### config.mk
export PLATFORM = sky130hd
export DESIGN_NAME = que_rd_stream
export DESIGN_NICKNAME = d
export VERILOG_FILES = /design/src/rtl/que_rd_stream.sv
export SDC_FILE = /design/constraint.sdc
export NUM_CORES = 1
export LEC_CHECK = 0
export BUFFER_PORTS_ARGS = -buffer_cell sky130_fd_sc_hd__buf_2
export CAP_MARGIN = 15
export CORE_ASPECT_RATIO = 1.4
export CORE_UTILIZATION = 35
export DETAILED_ROUTE_END_ITERATION = 8
export PLACE_DENSITY_LB_ADDON = 0.08
export SLEW_MARGIN = 20
export SYNTH_ARGS = -nofsm -noshare
export SYNTH_HDL_FRONTEND = slang
export SYNTH_SLANG_ARGS = --single-unit
### constraint.sdc
create_clock -name clk -period 4.9 [get_ports clk]
set_input_delay 0.49 -clock clk [delete_from_list [all_inputs] [get_ports clk]]
set_output_delay 0.49 -clock clk [all_outputs]
set_load 0.02 [all_outputs]
### src/rtl/que_rd_stream.sv
// Queue-to-stream reader: pops a registered queue into a 2-entry valid/ready skid buffer with packet framing.
// Optional QUE_RD_STREAM_STATS_EN adds word_cnt/stall_cnt statistics outputs.
module que_rd_stream #(
    parameter int WD    = 32,
    parameter int PKT_W = 16
) (
    input  logic             clk,
    input  logic             rst_n,
    input  logic             que_empty,
    input  logic [WD-1:0]    que_data,
    output logic             que_pop,
    input  logic             enable,
    input  logic [PKT_W-1:0] pkt_len,
    output logic             m_valid,
    output logic [WD-1:0]    m_data,
    output logic             m_last,
    input  logic             m_ready,
    output logic             busy
`ifdef QUE_RD_STREAM_STATS_EN
    ,
    output logic [31:0]      word_cnt,
    output logic [31:0]      stall_cnt
`endif
);

    typedef enum logic [1:0] {
        IDLE,
        RUN,
        DRAIN
    } state_t;

    state_t           state_q;
    logic [1:0]       cnt_q, cnt_d;
    logic [WD-1:0]    d0_q, d0_d, d1_q, d1_d;
    logic             l0_q, l0_d, l1_q, l1_d;
    logic [PKT_W-1:0] bcnt_q, bcnt_d, len_q, len_d, len_eff;
    logic             tag_last, xfer;

    assign que_pop = (state_q == RUN) & ~que_empty & (cnt_q < 2'd2);
    assign xfer    = (cnt_q != 2'd0) & m_ready;
    assign m_valid = (cnt_q != 2'd0);
    assign m_data  = d0_q;
    assign m_last  = l0_q;
    assign busy    = (state_q != IDLE);

    // First word of a packet frames itself with the live pkt_len.
    always_comb begin
        len_eff  = (bcnt_q == '0) ? pkt_len : len_q;
        tag_last = (len_eff != '0) && (bcnt_q == len_eff - PKT_W'(1));
        bcnt_d   = bcnt_q;
        len_d    = len_q;
        if (que_pop) begin
            if (bcnt_q == '0)
                len_d = pkt_len;
            if (tag_last || len_eff == '0)
                bcnt_d = '0;
            else
                bcnt_d = bcnt_q + PKT_W'(1);
        end
    end

    always_comb begin
        cnt_d = cnt_q;
        d0_d  = d0_q;
        d1_d  = d1_q;
        l0_d  = l0_q;
        l1_d  = l1_q;
        unique case ({que_pop, xfer})
            2'b10: begin
                if (cnt_q == 2'd0) begin
                    d0_d = que_data;
                    l0_d = tag_last;
                end else begin
                    d1_d = que_data;
                    l1_d = tag_last;
                end
                cnt_d = cnt_q + 2'd1;
            end
            2'b01: begin
                d0_d  = d1_q;
                l0_d  = l1_q;
                cnt_d = cnt_q - 2'd1;
            end
            2'b11: begin
                if (cnt_q == 2'd1) begin
                    d0_d = que_data;
                    l0_d = tag_last;
                end else begin
                    d0_d = d1_q;
                    l0_d = l1_q;
                    d1_d = que_data;
                    l1_d = tag_last;
                end
            end
            default: ;
        endcase
    end

    always_ff @(posedge clk or negedge rst_n) begin
        if (!rst_n) begin
            cnt_q  <= 2'd0;
            d0_q   <= '0;
            d1_q   <= '0;
            l0_q   <= 1'b0;
            l1_q   <= 1'b0;
            bcnt_q <= '0;
            len_q  <= '0;
        end else begin
            cnt_q  <= cnt_d;
            d0_q   <= d0_d;
            d1_q   <= d1_d;
            l0_q   <= l0_d;
            l1_q   <= l1_d;
            bcnt_q <= bcnt_d;
            len_q  <= len_d;
        end
    end

    always_ff @(posedge clk or negedge rst_n) begin
        if (!rst_n) begin
            state_q <= IDLE;
        end else begin
            unique case (state_q)
                IDLE:    if (enable) state_q <= RUN;
                RUN:     if (!enable) state_q <= DRAIN;
                DRAIN: begin
                    if (enable)
                        state_q <= RUN;
                    else if (cnt_q == 2'd0)
                        state_q <= IDLE;
                end
                default: state_q <= IDLE;
            endcase
        end
    end

`ifdef QUE_RD_STREAM_STATS_EN
    always_ff @(posedge clk or negedge rst_n) begin
        if (!rst_n) begin
            word_cnt  <= '0;
            stall_cnt <= '0;
        end else begin
            if (que_pop)
                word_cnt <= word_cnt + 32'd1;
            if (m_valid && !m_ready && stall_cnt != '1)
                stall_cnt <= stall_cnt + 32'd1;
        end
    end
`endif

endmodule

After elaboration in Yosys (flattened, before gate mapping)
Cells that the tools add are included.
{"block": "totals", "regBits": 102, "in_bits": 53, "out_inout_bits": 36, "elab_cells": 65}
{"block": "classes", "addsub": 4, "n_lt_le_gt_ge": 1, "eq_ne": 13, "n_mux": 20, "bitwise": 4, "reduce_logical": 15}
{"operator": "$mux W32", "n": 4}
{"operator": "$pmux W32 S3", "n": 1}
{"operator": "$pmux W32 S2", "n": 1}
{"operator": "$logic_not A16 Y1", "n": 2}
{"operator": "$mux W16", "n": 2}
{"operator": "$add A16 B1 Y16 const B", "n": 1}
{"operator": "$eq A16 B16 Y1", "n": 1}
{"operator": "$reduce_bool A16 Y1", "n": 1}
{"operator": "$sub A16 B1 Y16 const B", "n": 1}
{"operator": "$ne A2 B2 Y1 const B", "n": 5}
{"operator": "$mux W2", "n": 4}
{"operator": "$reduce_bool A2 Y1", "n": 4}
{"operator": "$eq A2 B1 Y1 const B", "n": 3}
{"operator": "$eq A2 B2 Y1 const B", "n": 3}
{"operator": "$pmux W2 S3", "n": 1}
{"operator": "$reduce_and A3 Y1", "n": 2}
{"operator": "$logic_not A2 Y1", "n": 2}
{"operator": "$mux W1", "n": 4}
{"operator": "$pmux W2 S2", "n": 1}
{"operator": "$and A1 B1 Y1", "n": 3}
{"operator": "$ne A3 B3 Y1 const B", "n": 1}
{"operator": "$pmux W1 S3", "n": 1}
{"operator": "$reduce_bool A3 Y1", "n": 1}
{"operator": "$add A2 B1 Y2 const B", "n": 1}
{"operator": "other kinds (7)", "n": 7}

Depth between registers and ports, before layout
Gate-level depths: netlist of the first run.
{"block": "depth", "ltp_word": 7, "depth_mapped": 16}

Worst setup path after synthesis of the first run
Ideal clock, no wire load.
{"block": "synth_path", "path_type": "register to register", "startpoint": "register bcnt_q[0]", "endpoint": "register bcnt_q[9]", "t_arrival_ns": 3.651, "t_required_ns": 4.777, "setup_slack_ns": 1.126, "stages_incl_launch_ff": 17, "period_less_slack_ns": 3.774, "cell_sequence": "dfrtp_1 -> inv_1 -> ha_1 -> nor4b_2 -> and4_1 -> buf_6 -> mux2i_1 -> ha_1 -> or4b_4 -> nor4_2 -> a21oi_1 -> mux2i_2 -> nor4_4 -> a41o_4 -> and2_4 -> buf_12 -> nor2_4"}
{"block": "synth_via", "elab_chain_len": 7, "elab_cells_between_ends": 10, "classes_between": "2 x add/sub; 1 x eq/ne; 2 x mux; 5 x reduce/logical"}
{"element": "from (decl)", "line": "36", "source": "logic [PKT_W-1:0] bcnt_q, bcnt_d, len_q, len_d, len_eff;"}
{"element": "from (signal assigned)", "line": "114", "source": "bcnt_q <= bcnt_d;"}
{"element": "$logic_not A16 Y1", "line": "48", "source": "len_eff = (bcnt_q == '0) ? pkt_len : len_q;"}
{"element": "$mux W16"}
{"element": "$sub A16 B1 Y16", "line": "49", "source": "tag_last = (len_eff != '0) && (bcnt_q == len_eff - PKT_W'(1));"}
{"element": "$eq A16 B16 Y1", "line": "49"}
{"element": "$logic_and A1 B1 Y1", "line": "49"}
{"element": "$logic_or A1 B1 Y1", "line": "55", "source": "if (tag_last || len_eff == '0)"}
{"element": "$mux W16 *", "line": "55"}
Mark *: on every way between the ends. The rest lies on a longest branch, timed or not.
A chain may end at the register's enable or synchronous reset.

Worst setup path after layout of the first run
{"block": "layout_path", "startpoint": "register bcnt_q[9]", "endpoint": "register bcnt_q[5]"}
{"block": "layout_via", "elab_chain_len": 7, "elab_cells_between_ends": 9, "classes_between": "1 x add/sub; 1 x eq/ne; 2 x mux; 5 x reduce/logical"}
{"element": "$logic_not A16 Y1", "line": "48"}
{"element": "$mux W16"}
{"element": "$sub A16 B1 Y16", "line": "49"}
{"element": "$eq A16 B16 Y1", "line": "49"}
{"element": "$logic_and A1 B1 Y1", "line": "49"}
{"element": "$logic_or A1 B1 Y1 *", "line": "55"}
{"element": "$mux W16 *", "line": "55"}
Marks and branches as above.

==> results.md, run 1 <==
Outcome:
- The run finished with clean final reports.

Power:
- For this design the static power due to leakage is 2.89 nW.
- Dividing total power by cell area gives a power density of 568 nW/um^2.
- The worst-case IR drop observed on VDD is 0.273 mV.

Floorplanning:
- The initialized floorplan defines 55 standard-cell rows.
- The area of the die is 16900 sq um.
- The die is 110 microns wide.
- The die is 153 microns tall.
- For this configuration, the core starts out at a cell density of 0.356.
- The number of ports placed on the die boundary is 89.
- The core area is 16100 sq um.

Finish:
- Compared with the post-synthesis result, the final layout area differs by 14.6%.
- The finished cells cover 6560 sq um.
- The number of filler cells placed in the layout is 1632.
- 0 antenna diodes ended up in the layout.
- Of the cells placed in the final design, the portion with a size suffix greater than 1 is 0.317.
- The number of cells in the finished layout apart from fillers is 811.
- For this run, the post-layout net count is 670.
- The core utilization of the finished layout is 0.408.

Global route:
- Across every metal layer, demand over resource in global routing totals 0.176.
- The wire length of the first global-routing pass is 23100 microns.
- The maximum number of pins on one net before global-route repair is 66.
- The number of global-route vias before repair is 4399.
- Global routing finished with a remaining overflow of 0.
- The number of antenna violations at the first check in global routing came to 0.

Placement:
- At the end of routability-driven placement, the weighted congestion stood at 0.837.
- The HPWL after detailed placement is 9750 microns.
- In this run the tool buffered the top-level ports with 88 buffer cells.
- The instance count after placement with tap cells included is 796.
- Summing all placed instances gives a cell area of 6280 sq um.

Timing:
- The routed design could run at a clock period as short as 4.18 ns.
- After routing, the total negative slack on setup checks comes to 0 ns.
- The maximum clock frequency is 0.239 GHz.
- Setup violations remaining at the end of the flow were counted as 0.
- Of the available clock period, the critical path in the final layout requires 0.853.
- The smallest hold slack is 0.230 ns.
- In this run the tightest slew margin relative to its limit is 0.473.
- The final count of pins violating max slew was 0.
- Setup repair after global routing left no endpoint under its margin.
- Clock skew on the completed layout was measured at 0.00666 ns.
- For the pin with the worst max-slew slack, the measured transition is 0.790 ns.
- The number of hold-slack violations in the final timing report came to 0.

Worst setup path:
- On the critical path, the stage with the largest delay is an instance of sky130_fd_sc_hd__dfrtp_1.
- Counting stages on the worst path, the most repeated cell is sky130_fd_sc_hd__nor4_4.
- The startpoint of the lowest-slack register-to-register path is bcnt_q[9].
- The end of the worst register-to-register path is bcnt_q[5].
- Traced cell by cell, the critical path runs through nor4_4 > buf_4 > and4_1 > mux2i_1 > ha_1 > or4b_4 > nor4_2 > a21oi_1 > mux2i_2 > nor4_4 > a41o_4 > and2_4 > nor2_1.
- The kind of cell adding the most delay to the critical path is simple AND/OR/NAND/NOR gates.
- The delay of the slowest critical-path stage is 0.53 ns.
- STA classifies the critical path startpoint as a register.
- Counting cells, the worst reg-to-reg path comes to 13.
- Together, buffers and inverters on the worst path number 1.
- The setup path with the least slack is of type register to register.
- The largest fanout on the critical path is 12.
- The critical path arrival is 4.40 ns.
- For the worst setup path, the data required time is 5.12 ns.
- STA classifies the critical path endpoint as a register.
- The worst setup slack for register-to-register paths is 0.72 ns.

CTS:
- The number of setup buffers added after CTS is 0.
- The clock tree root driver cell is sky130_fd_sc_hd__clkbuf_16.
- The clock reaches the later pin of the worst-skew pair after 0.35 ns.
- The total CTS buffers is 9.
- CTS saw 102 sinks.
- Once the clock tree was built, the resizer swapped 0 gates to a different size.
- Hold repair after CTS inserted 0 buffers.
- The deepest level of the CTS H-tree is 3.
- The buffer depth of the longest clock path is 2.
- The CTS clock-pin slew for the worst setup and hold paths is 0.07 ns.
- The CTS tree is yes.

Synth:
- The largest total area in the synthesized netlist belongs to sky130_fd_sc_hd__dfrtp_1.
- After synthesis, the most frequently instantiated cells are sky130_fd_sc_hd__dfrtp_1, sky130_fd_sc_hd__nand2_1, sky130_fd_sc_hd__mux2_2.
- By instance count, the leading cell after synthesis is sky130_fd_sc_hd__dfrtp_1.
- During synthesis, Yosys emitted a total of 0 warnings.
- The share of the synthesized area in the top cell type is 0.446.
- For this run, the leading register cell type out of synthesis is sky130_fd_sc_hd__dfrtp_1.
- When the netlist entered floorplanning its net count stood at 599.
- In the post-synthesis netlist, the biggest area contributors are sky130_fd_sc_hd__dfrtp_1, sky130_fd_sc_hd__mux2_2, sky130_fd_sc_hd__a22oi_1.
- After technology mapping, the gate count stands at 537.
- In the synthesized netlist the async set-or-reset flop fraction comes to 1.00.
- The portion of the post-synthesis area used by sequential elements is 0.446.
- The synthesized design contains 0 enable-type register cells.
- The total standard cell area after synthesis is 5730 sq um.
- The number of distinct library cells after synthesis is 73.
- Dividing the synthesized area by the synthesized cell count gives 10.7 sq um.
- The number of storage elements in the synthesis netlist is 102.

Run:
- Across the run, the number of max-cap violations was 0.

Drt:
- The number of antenna-violating nets in the routed design is 0.
- For this block, the via count after detailed routing is 4260.
- The violation count after the first detailed-routing iteration is 157.
- The number of detailed-routing iterations run before antenna repair is 5.
- The via density per instance is 5.25.
- The aggregate routed wire length is 13900 microns.
- The wire length per cell after detailed routing is 17.1 microns.
- The detailed-route DRC error count is 0.

Min path:
- The path type of the worst min-delay path is input port to asynchronous set/reset pin.
[flip-flops by register name, indices dropped and copies added, names as in the netlist]
register,count
d1_q,32
m_data,32
bcnt_q,16
len_q,16
cnt_q,2
state_q,2
l1_q,1
m_last,1
[per-stage QoR]
step | total power [mW] | setup WS [ns]
2_1_floorplan | 2.60 | 1.13
3_3_place_gp | 3.03 | 0.766
3_5_place_dp | 3.06 | 0.701
4_1_cts | 3.78 | 0.686
5_1_grt | 4.00 | 0.423
6_report | 3.73 | 0.722
[power breakdown]
| part | switching (mW) | leakage, nW | internal (mW) |
|---|---|---|---|
| clock | 0.342 | 0.132 | 0.353 |
| sequential | 0.203 | 1.30 | 1.14 |
| combinational | 0.953 | 1.46 | 0.732 |
[cell type report]
type                       instances  area, sq um  share of cell area
clock buffer                       9          225              0.0343
multi-input combinational        387         2930               0.446
tap                              199          249              0.0379
inverter                          11         41.3             0.00629
sequential                       102         2550               0.389
clock inverter                     6         55.1             0.00839
timing repair buffer              97          510              0.0778
[cell families (layout without fill, tap and decap cells)]
kind of cell | after synthesis | in the layout | synth area share
adders and majority gates | 9 | 9 | 0.0197
buffers and inverters | 48 | 123 | 0.0450
xor gates and xnor gates | 32 | 32 | 0.0489
muxes | 60 | 60 | 0.118
DFF | 102 | 102 | 0.446
and+or+nand+nor | 170 | 170 | 0.184
AOI/OAI and AO/OA | 116 | 116 | 0.139
[metal layers]
layer / part of all wire / track usage
met1: 0.43 / 0.220
met2: 0.51 / 0.296
met5: 0 / 0
met4: 0.019 / 0.0614
met3: 0.040 / 0.0397
[how the worst max path moves through the flow]
stage / start / cells past startpoint / slack [ns] / end
floorplan: bcnt_q[0] / 16 / 1.13 / bcnt_q[9]
global placement: bcnt_q[9] / 13 / 0.77 / bcnt_q[5]
detailed placement: bcnt_q[9] / 13 / 0.70 / bcnt_q[5]
CTS: bcnt_q[9] / 13 / 0.69 / bcnt_q[5]
global route: bcnt_q[9] / 13 / 0.42 / bcnt_q[5]
finish: bcnt_q[9] / 13 / 0.72 / bcnt_q[5]
[cells in the final DEF, fill, tap and decap left out, drive strengths merged, types with 2 or more instances in the layout]
cell and count:
nor2 33, nor3 10, mux2 47, xnor2 22, nor4 10, clkinvlp 2, inv 15, or3 5
or4 8, a2bb2oi 2, mux2i 13, o21ai 45, ha 9, or4b 3, nand3b 3, and4 3
nor4b 7, clkbuf 9, a21oi 11, nand4 6, nor3b 4, nor2b 2, xor2 10, nand2 54
o31a 2, buf 97, and2 2, or2 3, a211o 2, nand3 13, and3 3, o31ai 3
dfrtp 102, o22ai 3, a22oi 32
(Power assumes the default switching activity.)
==> run 2: changes to the inputs <==
--- a/config.mk
+++ b/config.mk
@@ -10,6 +10,7 @@
 export CORE_ASPECT_RATIO = 1.4
 export CORE_UTILIZATION = 35
 export DETAILED_ROUTE_END_ITERATION = 8
+export GPL_TIMING_DRIVEN = 0
 export PLACE_DENSITY_LB_ADDON = 0.08
 export SLEW_MARGIN = 20
 export SYNTH_ARGS = -nofsm -noshare
==> results.md, run 2 (same netlist as run 1, synthesis figures left out) <==
Power:
- The combinational group share of total power is 0.452 (about the same).
- The sequential share of power is 0.344 (was 0.361).
- The peak supply drop is 0.286 mV (was 0.273 mV).
- The switching power share of the total was 0.396 (was 0.402).
- The part of the total power dissipated in the clock network came to 0.205 (was 0.187).
- The power per cell area is 568 nW/um^2 (about the same).
- The internal portion of total power is 2.33 mW (was 2.23 mW).
- The net switching power is 1.52 mW (was 1.50 mW).
- The leakage power was 3.00 nW (was 2.89 nW).

Finish:
- The leading cell type in the layout, fill and taps excluded is sky130_fd_sc_hd__dfrtp_1 (unchanged).
- The area growth from synthesis to final layout is 18.4% (was 14.6%).
- The area of all placed cells without fillers came to 6780 sq um (was 6560 sq um).
- Commonest non-fill, non-tap cells in the layout: sky130_fd_sc_hd__dfrtp_1, sky130_fd_sc_hd__buf_2, sky130_fd_sc_hd__nand2_1 (unchanged).
- The post-layout net count came to 699 (was 670).
- The number of inserted diodes is 0 (unchanged).
- The proportion of layout cells with a drive suffix above 1 is 0.310 (was 0.317).

Drt:
- The violation count after the first detailed-routing iteration is 170 (was 157).
- The number of antenna-violating nets in the routed design came to 0 (unchanged).
- The detailed-route DRC error count was 0 (unchanged).
- The wire length per cell after detailed routing is 17.2 microns (was 17.1 microns).
- The aggregate routed wire length came to 14500 microns (was 13900 microns).
- The via density per instance is 5.27 (was 5.25).
- The routed via count came to 4430 (was 4260).
- The number of detailed-routing iterations run before antenna repair came to 4 (was 5).

CTS:
- The CTS clock-pin slew for the worst setup and hold paths is 0.08 ns (was 0.07 ns).
- The clock tree root driver cell is sky130_fd_sc_hd__clkbuf_16 (unchanged).
- The count of hold buffers inserted by post-cts repair is 0 (unchanged).
- The number of setup buffers added after CTS is 0 (unchanged).
- The latest clock arrival within the worst-skew pair is 0.35 ns (about the same).
- The total CTS buffers is 9 (unchanged).
- The deepest level of the CTS H-tree is 3 (unchanged).
- The count of instances resized after the clock tree is built is 0 (unchanged).
- The number of sinks driven by the clock tree is 102 (unchanged).
- The buffer depth of the longest clock path is 2 (unchanged).
- The CTS tree was yes (unchanged).

Timing:
- The total setup violations reported at the end of the flow is 0 (unchanged).
- The smallest hold slack is 0.0167 ns (was 0.230 ns).
- Unrepaired setup endpoints after global routing: no (unchanged).
- The portion of the clock cycle consumed by the worst path in the final layout is 0.916 (was 0.853).
- The setup TNS after final layout is 0 ns (unchanged).
- The worst-case clock skew was 0.00936 ns (was 0.00666 ns).
- The least setup slack across all paths after layout is 0.414 ns (was 0.722 ns).
- The slew at the pin closest to its max-slew limit came to 0.777 ns (was 0.790 ns).
- The shortest period the worst path allows is 4.49 ns (was 4.18 ns).
- The final count of pins violating max slew is 0 (unchanged).
- The number of hold-slack violations in the final timing report is 0 (unchanged).
- The maximum clock frequency was 0.223 GHz (was 0.239 GHz).
- The worst relative slew slack is 0.480 (was 0.473).

Floorplanning:
- The core area came to 16100 sq um (unchanged).
- The die height is 153 microns (unchanged).
- The number of ports placed on the die boundary is 89 (unchanged).
- The placement row count is 55 (unchanged).
- The area of the die was 16900 sq um (unchanged).
- The effective utilization at floorplan is 0.356 (unchanged).
- The die boundary width is 110 microns (unchanged).

Placement:
- The placed standard-cell area is 6450 sq um (was 6280 sq um).
- The final RePlAce weighted congestion is 0.842 (was 0.837).
- The number of buffers inserted by port buffering is 88 (unchanged).
- The worst slack at placement is 0.412 ns (was 0.701 ns).
- The placed wire-length estimate was 10700 microns (was 9750 microns).

Global route:
- The wire length of the first global-routing pass was 23900 microns (was 23100 microns).
- The global-route usage over all layers was 0.182 (was 0.176).
- The maximum number of pins on one net before global-route repair was 73 (was 66).
- The number of global-route vias before repair is 4753 (was 4399).
- The remaining global-route overflow is 0 (unchanged).
- The number of antenna violations at the first check in global routing is 0 (unchanged).

Worst setup path:
- The nature of the critical path endpoint is a register (unchanged).
- The worst setup path category is register to register (unchanged).
- The kind of start point of the critical path is a register (unchanged).
- The largest fanout on the critical path is 10 (was 12).
- The worst path required time was 5.13 ns (was 5.12 ns).
- The critical path arrival is 4.72 ns (was 4.40 ns).

Min path:
- The path type of the worst min-delay path was input port to asynchronous set/reset pin (unchanged).

Run:
- The max-capacitance violation count is 0 (unchanged).

Outcome:
- Outcome: completed (unchanged).
[run 2: cell count changes in the layout (fill, tap and decap cells not counted), moves of 2 or more]
cell,before,now
sky130_fd_sc_hd__clkbuf_1,0,22
sky130_fd_sc_hd__buf_4,10,3
sky130_fd_sc_hd__buf_6,0,5
sky130_fd_sc_hd__buf_2,87,90
sky130_fd_sc_hd__clkinv_8,0,2
sky130_fd_sc_hd__clkinvlp_4,2,0
[run 2: layout make-up]
type / instances / area (sq um)
Buffer: 37 / 216
Sequential cell: 102 / 2550
Clock inverter: 6 / 91.3
Inverter: 11 / 41.3
Multi-Input combinational cell: 387 / 2920
Tap cell: 199 / 249
Clock buffer: 10 / 239
Timing Repair Buffer: 89 / 474
Fill cell: 1635 / 9320
[run 2: metrics by stage]
step / total power, mW / util / instances
after floorplan: 2.60 / - / 537
after global placement: 3.04 / 0.398 / 824
after detailed placement: 3.09 / 0.400 / 825
after CTS: 3.90 / 0.421 / 841
after global routing: 4.12 / 0.421 / 841
final: 3.85 / 0.421 / 841
[run 2: final timing paths]
kind | start | end | slack, ns | cells past startpoint
max in group asynchronous | rst_n | d1_q[15] | 4.22 | 2
min reg2reg | m_data[4] | m_data[4] | 0.48 | 2
max | bcnt_q[0] | bcnt_q[9] | 0.41 | 16
min in group clk | enable | state_q[1] | 0.30 | 2
min | rst_n | len_q[13] | 0.02 | 1
max reg2reg | bcnt_q[0] | bcnt_q[9] | 0.41 | 16
[run 2: power groups by stage]
stage	sequential (mW)	combinational (mW)	clock, mW
after floorplan	1.43	1.16	0
after global placement	1.32	1.72	0
after detailed placement	1.34	1.76	0
after CTS	1.32	1.76	0.811
after global routing	1.36	1.92	0.839
final	1.32	1.74	0.787
[run 2: worst max-delay path, cell delays in order, from the launching register on]
cell and delay, ns:
sky130_fd_sc_hd__dfrtp_1 0.43, sky130_fd_sc_hd__inv_1 0.11, sky130_fd_sc_hd__ha_1 0.21, sky130_fd_sc_hd__nor4b_2 0.27
sky130_fd_sc_hd__and4_1 0.33, sky130_fd_sc_hd__buf_6 0.20, sky130_fd_sc_hd__mux2i_1 0.39, sky130_fd_sc_hd__ha_1 0.33
sky130_fd_sc_hd__or4b_1 0.50, sky130_fd_sc_hd__nor2_1 0.18, sky130_fd_sc_hd__a21oi_1 0.13, sky130_fd_sc_hd__mux2i_2 0.18
sky130_fd_sc_hd__nor4_4 0.41, sky130_fd_sc_hd__a41o_4 0.31, sky130_fd_sc_hd__and2_4 0.17, sky130_fd_sc_hd__buf_12 0.17
sky130_fd_sc_hd__nor2_4 0.05
[run 2: layer usage]
| layer | track usage | vias up | wire length [microns] |
|---|---|---|---|
| met5 | 0 | - | 0 |
| met4 | 0.0695 | 0 | 361 |
| met3 | 0.0422 | 16 | 656 |
| li1 | - | 2143 | - |
| met1 | 0.213 | 2177 | 6210 |
| met2 | 0.316 | 94 | 7280 |
